File: config.mk
export PLATFORM = sky130hd
export DESIGN_NAME = move_sequencer
export DESIGN_NICKNAME = d
export VERILOG_FILES = /design/src/rtl/move_sequencer.sv
export SDC_FILE = /design/constraint.sdc
export NUM_CORES = 1
export LEC_CHECK = 0
export ABC_AREA = 1
export CAP_MARGIN = 20
export CORE_ASPECT_RATIO = 0.6
export CORE_MARGIN = 1
export CORE_UTILIZATION = 25
export CTS_CLUSTER_SIZE = 28
export DETAILED_ROUTE_END_ITERATION = 12
export PLACE_DENSITY = 0.44
export SYNTH_ARGS = -nofsm -noshare
export SYNTH_HDL_FRONTEND = slang
export SYNTH_SLANG_ARGS = --single-unit
File: constraint.sdc
create_clock -name clk -period 4.27 [get_ports clk]
set_input_delay 0.427 -clock clk [delete_from_list [all_inputs] [get_ports clk]]
set_output_delay 0.427 -clock clk [all_outputs]
set_load 0.005 [all_outputs]
File: src/rtl/move_sequencer.sv
// Tic-tac-toe move sequencer: arbitrates player requests, issues one-cycle move commands to the
// board, confirms commits via the turn flag, and tracks results, forfeits and restarts.
module move_sequencer #(
  parameter logic [15:0] TIMEOUT = 16'd50000
) (
  input  logic        clk,
  input  logic        reset,
  input  logic        x_req,
  input  logic [3:0]  x_pos,
  input  logic        o_req,
  input  logic [3:0]  o_pos,
  input  logic        new_game,
  input  logic        turn,
  input  logic [17:0] board_state,
  input  logic        xwin,
  input  logic        owin,
  input  logic        tie,
  output logic [3:0]  position,
  output logic        board_clear,
  output logic        x_ack,
  output logic        o_ack,
  output logic        x_rej,
  output logic        o_rej,
  output logic        move_err,
  output logic        game_over,
  output logic [1:0]  winner,
  output logic [3:0]  move_count
);

  typedef enum logic [2:0] {StIdle, StIssue, StWait, StCheck, StOver, StClear} state_e;

  state_e      state;
  logic        mover;
  logic [15:0] timer;
  logic        armed;

  logic        cur_req;
  logic [3:0]  cur_pos;
  logic        cur_blocked;
  logic        idle_live;
  logic        accept;
  logic        rejecting;
  logic        commit;
  logic        timeout_hit;
  logic [15:0] timer_inc;
  logic [3:0]  count_inc;
  logic        unused_cells;

  // Only the occupied bit of each cell matters here.
  assign unused_cells = ^{board_state[16], board_state[14], board_state[12], board_state[10],
                          board_state[8], board_state[6], board_state[4], board_state[2],
                          board_state[0]};

  assign cur_req = turn ? o_req : x_req;
  assign cur_pos = turn ? o_pos : x_pos;

  // Out-of-range positions fall into default and are treated like an occupied cell.
  always_comb begin
    cur_blocked = 1'b1;
    case (cur_pos)
      4'd1:    cur_blocked = board_state[1];
      4'd2:    cur_blocked = board_state[3];
      4'd3:    cur_blocked = board_state[5];
      4'd4:    cur_blocked = board_state[7];
      4'd5:    cur_blocked = board_state[9];
      4'd6:    cur_blocked = board_state[11];
      4'd7:    cur_blocked = board_state[13];
      4'd8:    cur_blocked = board_state[15];
      4'd9:    cur_blocked = board_state[17];
      default: cur_blocked = 1'b1;
    endcase
  end

  // armed stays low for the first cycle after reset so no pulse can appear there.
  assign idle_live = (state == StIdle) && armed;
  assign accept    = idle_live && cur_req && !cur_blocked;

  assign x_rej = (idle_live && x_req && (turn || cur_blocked)) || ((state == StOver) && x_req);
  assign o_rej = (idle_live && o_req && (!turn || cur_blocked)) || ((state == StOver) && o_req);
  assign rejecting = x_rej || o_rej;

  assign commit   = (state == StCheck) && (turn != mover);
  assign x_ack    = commit && !mover;
  assign o_ack    = commit && mover;
  assign move_err = (state == StCheck) && !commit;

  assign timer_inc   = timer + 16'd1;
  assign timeout_hit = (TIMEOUT != 16'd0) && (timer_inc == TIMEOUT);
  assign count_inc   = (move_count == 4'd9) ? 4'd9 : move_count + 4'd1;

  always_ff @(posedge clk or posedge reset) begin
    if (reset) begin
      state       <= StIdle;
      mover       <= 1'b0;
      timer       <= 16'd0;
      armed       <= 1'b0;
      position    <= 4'd0;
      board_clear <= 1'b0;
      game_over   <= 1'b0;
      winner      <= 2'b00;
      move_count  <= 4'd0;
    end else begin
      armed <= 1'b1;
      case (state)
        StIdle: begin
          if (accept) begin
            mover    <= turn;
            position <= cur_pos;
            state    <= StIssue;
          end else if (idle_live && !rejecting) begin
            if (timeout_hit) begin
              winner    <= turn ? 2'b01 : 2'b10;
              game_over <= 1'b1;
              state     <= StOver;
            end else begin
              timer <= timer_inc;
            end
          end
        end
        StIssue: begin
          position <= 4'd0;
          state    <= StWait;
        end
        StWait: state <= StCheck;
        StCheck: begin
          timer <= 16'd0;
          state <= StIdle;
          if (commit) begin
            move_count <= count_inc;
            if (xwin || owin || tie || (count_inc == 4'd9)) begin
              winner    <= xwin ? 2'b01 : (owin ? 2'b10 : 2'b11);
              game_over <= 1'b1;
              state     <= StOver;
            end
          end
        end
        StOver: begin
          if (new_game) begin
            game_over   <= 1'b0;
            board_clear <= 1'b1;
            winner      <= 2'b00;
            move_count  <= 4'd0;
            timer       <= 16'd0;
            state       <= StClear;
          end
        end
        StClear: begin
          board_clear <= 1'b0;
          timer       <= 16'd0;
          state       <= StIdle;
        end
        default: state <= StIdle;
      endcase
    end
  end

endmodule

After elaboration in Yosys (flattened, before gate mapping)
Cells that the tools add are included.
{"block": "word_totals", "register_bits": 33, "input_bits": 35, "wordCells": 120}
{"block": "op_classes", "add_sub_neg": 2, "n_eq_ne": 28, "n_mux": 40, "reduce_logical": 41}
{"op": "$mux W16", "n": 4}
{"op": "$pmux W16 S3", "n": 1}
{"op": "$mux W4", "n": 5}
{"op": "$mux W3", "n": 6}
{"op": "$add A16 B1 Y16 const B", "n": 1}
{"op": "$eq A16 B16 Y1 const B", "n": 1}
{"op": "$eq A4 B3 Y1 const B", "n": 4}
{"op": "$eq A4 B4 Y1 const B", "n": 4}
{"op": "$mux W2", "n": 8}
{"op": "$pmux W4 S2", "n": 2}
{"op": "$pmux W3 S5", "n": 1}
{"op": "$logic_and A1 B1 Y1", "n": 14}
{"op": "$ne A2 B2 Y1 const B", "n": 6}
{"op": "$mux W1", "n": 9}
{"op": "$pmux W1 S9", "n": 1}
{"op": "$eq A4 B2 Y1 const B", "n": 2}
{"op": "$logic_or A1 B1 Y1", "n": 8}
{"op": "$reduce_and A7 Y1", "n": 1}
{"op": "$eq A3 B2 Y1 const B", "n": 2}
{"op": "$eq A3 B3 Y1 const B", "n": 2}
{"op": "$pmux W2 S3", "n": 1}
{"op": "$reduce_and A2 Y1", "n": 3}
{"op": "$reduce_and A3 Y1", "n": 2}
{"op": "$reduce_bool A2 Y1", "n": 3}
{"op": "other kinds (14)", "n": 20}

Logic depth before layout (Yosys ltp)
Gate-level depths: netlist (run 1).
{"block": "depth", "ltp_word": 12, "mapped_depth": 17}

Worst setup path after synthesis (run 1)
No wires, ideal clock.
{"block": "synth_timing", "kind": "reg-to-reg", "start": "reg timer[0]", "end": "reg timer[11]", "setup_ns": 0.117, "arrival_time_ns": 1.882, "required_time_ns": 4.153, "setup_slack_ns": 2.272, "stages_incl_launch_ff": 15, "path_buffers": 1, "period_less_slack_ns": 1.998, "cell_sequence": "dfrtp_1 > ha_1 > nand2_2 > nor2_2 > nand2_1 > xor2_1 > nand3b_1 > nor2_1 > nand3_2 > nand2_2 > a21oi_4 > nand2_4 > buf_6 > nand2_1 > nand2_1"}
{"block": "synth_via", "elab_chain_cells": 5, "word_cells_on_any_way": 8, "cone_classes": "add/sub: 1; eq/ne: 2; mux: 4; reduce/logical: 1"}
{"element": "from (decl)", "line_no": "34", "source": "logic [15:0] timer;"}
{"element": "from (signal assigned)", "line_no": "116", "source": "timer <= timer_inc;"}
{"element": "$add A16 B1 Y16 (*)", "line_no": "87", "source": "assign timer_inc = timer + 16'd1;"}
{"element": "parallel branches: the longest is 4 deep, another holds $eq A16 B16 Y1"}
Every way passes the cells marked *. The select of a mux whose other input is x is not followed.
A chain may end at the register's enable or synchronous reset.

Final worst setup path (run 1)
{"block": "layout_timing", "start": "in turn", "end": "out o_rej"}
{"block": "layout_via", "elab_chain_cells": 6, "word_cells_on_any_way": 15, "cone_classes": "eq/ne: 9; mux: 2; reduce/logical: 4"}
{"element": "from (decl)", "line_no": "13", "source": "input logic turn,"}
{"element": "$mux W4", "line_no": "55", "source": "assign cur_pos = turn ? o_pos : x_pos;"}
{"element": "$eq A4 B4 Y1, or another cell as far along", "line_no": "60", "source": "case (cur_pos)"}
{"element": "$pmux W1 S9", "line_no": "60"}
{"element": "$logic_or A1 B1 Y1 (*)", "line_no": "79", "source": "assign o_rej = (idle_live && o_req && (!turn || cur_blocked)) || ((state == StOver) && o_req);"}
{"element": "$logic_and A1 B1 Y1 (*)", "line_no": "79"}
{"element": "$logic_or A1 B1 Y1 (*)", "line_no": "79"}
{"element": "to (decl)", "line_no": "23", "source": "output logic o_rej,"}
Mark *: on every way between the ends. The rest lies on a longest branch, timed or not.

==> results of run 1 <==
[layer usage]
metal	routed length (µm)	vias to the layer above	share of wire [%]	GRT usage, %
met5	0	-	0	0
met4	80	0	1.2	5.00
met3	287	8	4.2	3.77
met2	2340	33	34	18.5
met1	4190	1040	61	25.8
li1	-	1185	-	-
[how the worst max path moves through the flow]
stage | to | depth (start not counted)
finish | o_rej | 12
global route | o_rej | 12
CTS | o_rej | 12
detailed placement | o_rej | 12
global placement | o_rej | 12
floorplan | timer[11] | 14
[logic make-up after synthesis]
kind of cell / after synthesis / synth area share (%)
xor gates and xnor gates: 13 / 4.87
buffers and inverters: 44 / 8.29
and+or+nand+nor: 224 / 43.2
adders and majority gates: 3 / 1.61
other: 1 / 0.160
AOI/OAI and AO/OA: 21 / 6.58
DFF: 33 / 35.3
[power groups by stage]
| stage | Sequential (mW) | Clock (mW) | Combinational, mW |
|---|---|---|---|
| 6_report | 0.474 | 0.356 | 0.791 |
| 5_1_grt | 0.488 | 0.380 | 0.891 |
| 4_1_cts | 0.475 | 0.364 | 0.802 |
| 3_5_place_dp | 0.478 | 0 | 0.797 |
| 3_3_place_gp | 0.480 | 0 | 0.799 |
| 2_1_floorplan | 0.467 | 0 | 0.533 |
[layout make-up]
| class | instances | area [µm²] | area share, % |
|---|---|---|---|
| Multi-Input combinational cell | 262 | 1320 | 43.8 |
| Sequential cell | 33 | 826 | 27.4 |
| Timing Repair Buffer | 46 | 450 | 15.0 |
| Tap cell | 112 | 140 | 4.65 |
| Inverter | 37 | 139 | 4.61 |
| Clock buffer | 6 | 129 | 4.28 |
| Clock inverter | 2 | 10.0 | 0.332 |
[per-stage QoR]
step	util, %	setup slack, ns	cells	hold WS, ns	power (mW)
finish	34.3	0.960	498	0.488	1.62
global route	34.3	0.713	498	0.516	1.76
CTS	34.3	0.965	498	0.494	1.64
detailed placement	32.7	0.967	490	0.467	1.28
global placement	32.7	0.942	490	0.483	1.28
floorplan	-	2.27	339	0.461	1.00
[sequential cells by signal, indices dropped and copies added (netlist names)]
register	flops
armed	1
board_clear	1
game_over	1
move_count	4
mover	1
position	4
state	3
timer	16
winner	2
[critical path, delay by kind of cell]
kind | cells | cell delay (ns)
buffers and inverters | 4 | 1.60
AO/OA/AOI/OAI | 1 | 0.08
AND/OR/NAND/NOR | 7 | 0.77
[placed cells by master, fill, tap and decap left out, types with 2 or more instances in the layout]
cell type	synthesis	routed
xor2_1	11	11
clkbuf_16	0	5
nand3_1	41	41
o31ai_1	3	3
buf_4	3	4
nor2_2	7	7
nor3_1	7	7
nor2_1	32	32
nand4_1	10	10
clkinv_2	0	2
o21ai_0	6	6
clkdlybuf4s50_1	0	42
dfrtp_1	33	33
nand3_2	3	3
xnor2_1	2	2
inv_1	34	34
nand2_1	111	111
nand2_2	6	6
inv_2	3	3
nand3b_1	5	5
a21oi_1	3	3
ha_1	3	3
==> flow_summary.json, run 1 <==
{
  "clockPowerShare_pct": 22.0,
  "ys_types": 33,
  "wl_um": 6900,
  "drcViolationCount": 0,
  "synth_top_area_share_pct": 35.3,
  "drive_gt1_share_pct": 9.07,
  "power.internal_mw": 0.925,
  "cts_tree": "done",
  "r2r_cells": 10,
  "clk_latency_ns": 0.29,
  "grt_pass1_vias": 2199,
  "place_area_um2": 2870,
  "nets": 423,
  "r2r_start": "state[1]",
  "required_ns": 3.84,
  "place_congestion": 0.779,
  "wl_per_cell_um": 13.9,
  "drv_slew": 0,
  "die-width_um": 127,
  "fill_cells": 981,
  "ys_seq_elements": 33,
  "syn_inst": 339,
  "end_kind": "primary output",
  "setup_viol": 0,
  "ys_seq_area_share_pct": 35.3,
  "critPathSlowestCell": "clkdlybuf4s50_1",
  "synth_commonest_cells": "111 x nand2_1, 41 x nand3_1, 34 x inv_1",
  "critPathKind": "input pin to primary output",
  "outcome": "complete, no violations",
  "yosys_most_used_dff": "dfrtp_1",
  "core_um2": 8780,
  "drt_iter0_drc": 166,
  "p_sw_share_pct": 43.0,
  "grt_pass1_wl_um": 11700,
  "fp.dieArea_um2": 9760,
  "grt_setup_unrepaired": "false",
  "critPathMaxStageDelay_ns": 0.77,
  "dr.pass1.iters": 4,
  "tightest_slew_ns": 0.533,
  "vias_per_cell": 4.55,
  "grt_max_degree": 34,
  "async_reset_ff_share_pct": 100,
  "vias": 2266,
  "crit_chain": "clkdlybuf4s50_1 -> inv_2 -> nand2_1 -> nand2_1 -> inv_1 -> o21ai_1 -> nand3_1 -> nand2_1 -> nand4_1 -> nand2_1 -> nand2_2 -> clkdlybuf4s50_1",
  "crit_top_cell": "nand2_1",
  "synth_top_cells_by_area": "dfrtp_1 35%, nand2_1 18%, nand3_1 8.8%, inv_1 5.5%, nor2_1 5.1%",
  "finalSetupTns_ns": 0,
  "num_rows": 26,
  "yosys_warnings": 0,
  "power.leakage_nw": 1.48,
  "hold_end": "winner[1]",
  "postCtsHoldBufs": 0,
  "clk_pin_slew_ns": 0.06,
  "cts_buffer_depth": 2,
  "grt_usage_pct": 15.7,
  "syn-cell-area_um2": 2340,
  "pwr_density_cell_nw_per_um2": 538,
  "yosysTopAreaCell": "dfrtp_1",
  "max_cap_viol_count": 0,
  "cts-buffers-inserted": 5,
  "finalCritPeriodShare_pct": 77.5,
  "max_slew_margin_pct": 64.4,
  "die_y_um": 76.9,
  "reg2reg_slack_ns": 1.89,
  "overflow": 0,
  "antenna_cells": 0,
  "antenna_found_initial": 0,
  "critPathArrivalTime_ns": 2.88,
  "cp-start-kind": "input pin",
  "ir_drop_mv": 0.176,
  "area_growth_pct": 28.8,
  "min_path_cells": 2,
  "worst_hold_startpoint": "winner[1]",
  "numPortBuffers": 42,
  "post_cts_resized": 0,
  "cts_max_level": 2,
  "syn_area_per_cell_um2": 6.90,
  "fin_skew_ns": 0.00499,
  "initial_core_util_pct": 26.6,
  "min_path_type": "flop to flop",
  "synth_most_common_cell": "nand2_1",
  "startpoint": "turn",
  "final_hold_viol_count": 0,
  "ios": 52,
  "clock-sinks": 33,
  "hpwl_um": 5300,
  "postSynthNetCount": 377,
  "max_freq_mhz": 302,
  "power_frac_seq_pct": 29.2,
  "postCtsSetupBuffers": 0,
  "synth_edf_count": 0,
  "final_cell_area_um2": 3010,
  "period_minus_slack_ns": 3.31,
  "power_frac_comb_pct": 48.8,
  "cts_root_buffer": "clkbuf_16",
  "critPathMaxFanout": 12,
  "r2r_end": "timer[8]",
  "p_switching_mw": 0.697,
  "final_antenna_net_count": 0
}
(Power assumes the default switching activity.)
==> run 2: changes to the inputs <==
==> constraint.sdc (replaced) <==
create_clock -name clk -period 3.3 [get_ports clk]
set_input_delay 0.33 -clock clk [delete_from_list [all_inputs] [get_ports clk]]
set_output_delay 0.33 -clock clk [all_outputs]
set_load 0.005 [all_outputs]
==> run 2 against run 1 <==
Compared with the run above:
- clock power increased by 40%
- first-iteration DRC count is 4.8% higher
- utilization up 0.56 points
- count of clock-buffer cells in the layout up 1
- register-to-register slack got worse by 0.97 ns
- sequential cell count is the same
- sequential power rose by 30%
- hold slack got worse by 0.038 ns
- non-clock buffer count is 4 higher
- critical path depth unchanged
==> flow_summary.json, run 2 (synthesized netlist as in run 1, its figures left out) <==
{
  "outcome": "complete, no violations",
  "power_frac_comb_pct": 48.6,
  "ir_drop_mv": 0.291,
  "nets": 427,
  "min_path_type": "input pin to asynchronous set/reset pin",
  "cp-start-kind": "input pin",
  "finalCritPeriodShare_pct": 90.0,
  "antenna_cells": 0,
  "fill_cells": 939,
  "grt_pass1_vias": 2142,
  "cts_tree": "done",
  "hpwl_um": 5190,
  "cts_buffer_depth": 2,
  "die-width_um": 127,
  "num_rows": 26,
  "critPathMaxStageDelay_ns": 0.67,
  "numPortBuffers": 42,
  "p_switching_mw": 0.898,
  "drive_gt1_share_pct": 10.3,
  "drv_slew": 0,
  "r2r_end": "winner[0]",
  "area_growth_pct": 30.9,
  "p_sw_share_pct": 41.5,
  "hold_ws_ns": 0.451,
  "power.internal_mw": 1.26,
  "place_area_um2": 2900,
  "crit_top_cell": "nand2_1",
  "cts_root_buffer": "clkbuf_16",
  "r2r_cells": 12,
  "post_cts_resized": 0,
  "period_minus_slack_ns": 2.97,
  "r2r_start": "timer[0]",
  "critPathBufInv": 4,
  "clk_pin_slew_ns": 0.06,
  "place_congestion": 0.821,
  "startpoint": "turn",
  "cpLargestDelayFamily": "buffers and inverters",
  "max_freq_mhz": 337,
  "critPathArrivalTime_ns": 2.64,
  "grt_usage_pct": 15.1,
  "power_mw": 2.16,
  "fin_skew_ns": 0.00379,
  "cts_max_level": 2,
  "required_ns": 2.97,
  "final_cell_mix": "111 x nand2_1, 42 x clkdlybuf4s50_1, 41 x nand3_1, 34 x inv_1, 33 x dfrtp_1",
  "grt_setup_unrepaired": "false",
  "vias": 2278,
  "wl_per_cell_um": 13.6,
  "end_kind": "primary output",
  "fp.dieArea_um2": 9760,
  "wl_um": 6810,
  "final_antenna_net_count": 0,
  "cts-buffers-inserted": 5,
  "core_um2": 8780,
  "worstSetupPathDepth": 12,
  "clockPowerShare_pct": 23.0,
  "power_frac_seq_pct": 28.4,
  "tightest_slew_ns": 0.506,
  "setup_viol": 0,
  "final_cell_area_um2": 3060,
  "antenna_found_initial": 0,
  "vias_per_cell": 4.54,
  "postCtsHoldBufs": 0,
  "reg2reg_slack_ns": 0.92,
  "grt_pass1_wl_um": 11300,
  "initial_core_util_pct": 26.6,
  "critPathSlowestCell": "clkdlybuf4s50_1",
  "worstSetupEndpoint": "o_rej",
  "finalSetupTns_ns": 0,
  "pwr_density_cell_nw_per_um2": 706,
  "reg_top3": "timer (16), move_count (4), position (4)",
  "power.leakage_nw": 1.51,
  "critPathMaxFanout": 8,
  "ios": 52,
  "clk_latency_ns": 0.28,
  "regMostFlops": "timer",
  "largest_reg_flops": 16,
  "clock-sinks": 33,
  "max_cap_viol_count": 0,
  "final_hold_viol_count": 0,
  "overflow": 0,
  "die_y_um": 76.9,
  "dr.pass1.iters": 5,
  "crit_chain": "clkdlybuf4s50_1 -> inv_2 -> nand2_1 -> nand2_1 -> inv_1 -> o21ai_1 -> nand3_1 -> nand2_1 -> nand4_1 -> nand2_1 -> nand2_2 -> clkdlybuf4s50_1",
  "drt_iter0_drc": 174,
  "postCtsSetupBuffers": 0,
  "critPathKind": "input pin to primary output",
  "drcViolationCount": 0,
  "max_slew_margin_pct": 66.1,
  "layout_commonest_cell": "nand2_1",
  "grt_max_degree": 34
}
run 2: cell types whose count changed in the layout (fill, tap and decap cells not counted):
cell,before,now
buf_4,4,8
clkbuf_8,0,2
clkbuf_1,1,0
clkinv_2,2,1
run 2: how the worst min path moves through the flow:
stage	startpoint	to	slack (ns)
after floorplan	new_game	board_clear	0.45
after global placement	timer[15]	timer[15]	0.48
after detailed placement	winner[1]	winner[1]	0.48
after CTS	reset	timer[9]	0.47
after global routing	winner[1]	winner[1]	0.51
final	reset	timer[9]	0.45
run 2: final cells by class:
type                    count  area, µm²  area share [%]
repair buffers             50        480            15.7
clock buffers               7        153            4.99
flip-flops and latches     33        826            27.0
clock inverters             1       5.00           0.163
well taps                 112        140            4.58
inverters                  37        139            4.54
multi-input cells         262       1320            43.1
run 2: power groups by stage:
stage          registers [mW]  logic [mW]  clock network, mW
3_5_place_dp            0.619        1.05                  0
4_1_cts                 0.616        1.06              0.514
3_3_place_gp            0.622        1.06                  0
2_1_floorplan           0.605       0.689                  0
6_report                0.614        1.05              0.497
5_1_grt                 0.631        1.17              0.533
run 2: metrics by stage:
step	instances	setup WS [ns]	util (%)
2_1_floorplan	339	1.30	-
3_3_place_gp	494	0.344	33.1
4_1_cts	502	0.353	34.9
5_1_grt	502	0.172	34.9
6_report	502	0.330	34.9
3_5_place_dp	494	0.369	33.1
run 2: worst min-delay path, cell delays in order:
cell and delay (ns):
clkdlybuf4s50_1 0.39, inv_1 0.05, buf_4 0.39
run 2: routing by layer:
layer	up-vias	part of all wire [%]	GRT usage, %
li1	1191	-	-
met1	1034	60	25.2
met2	51	35	18.0
met3	2	4.7	3.91
met4	0	0.28	3.21
met5	-	0	0
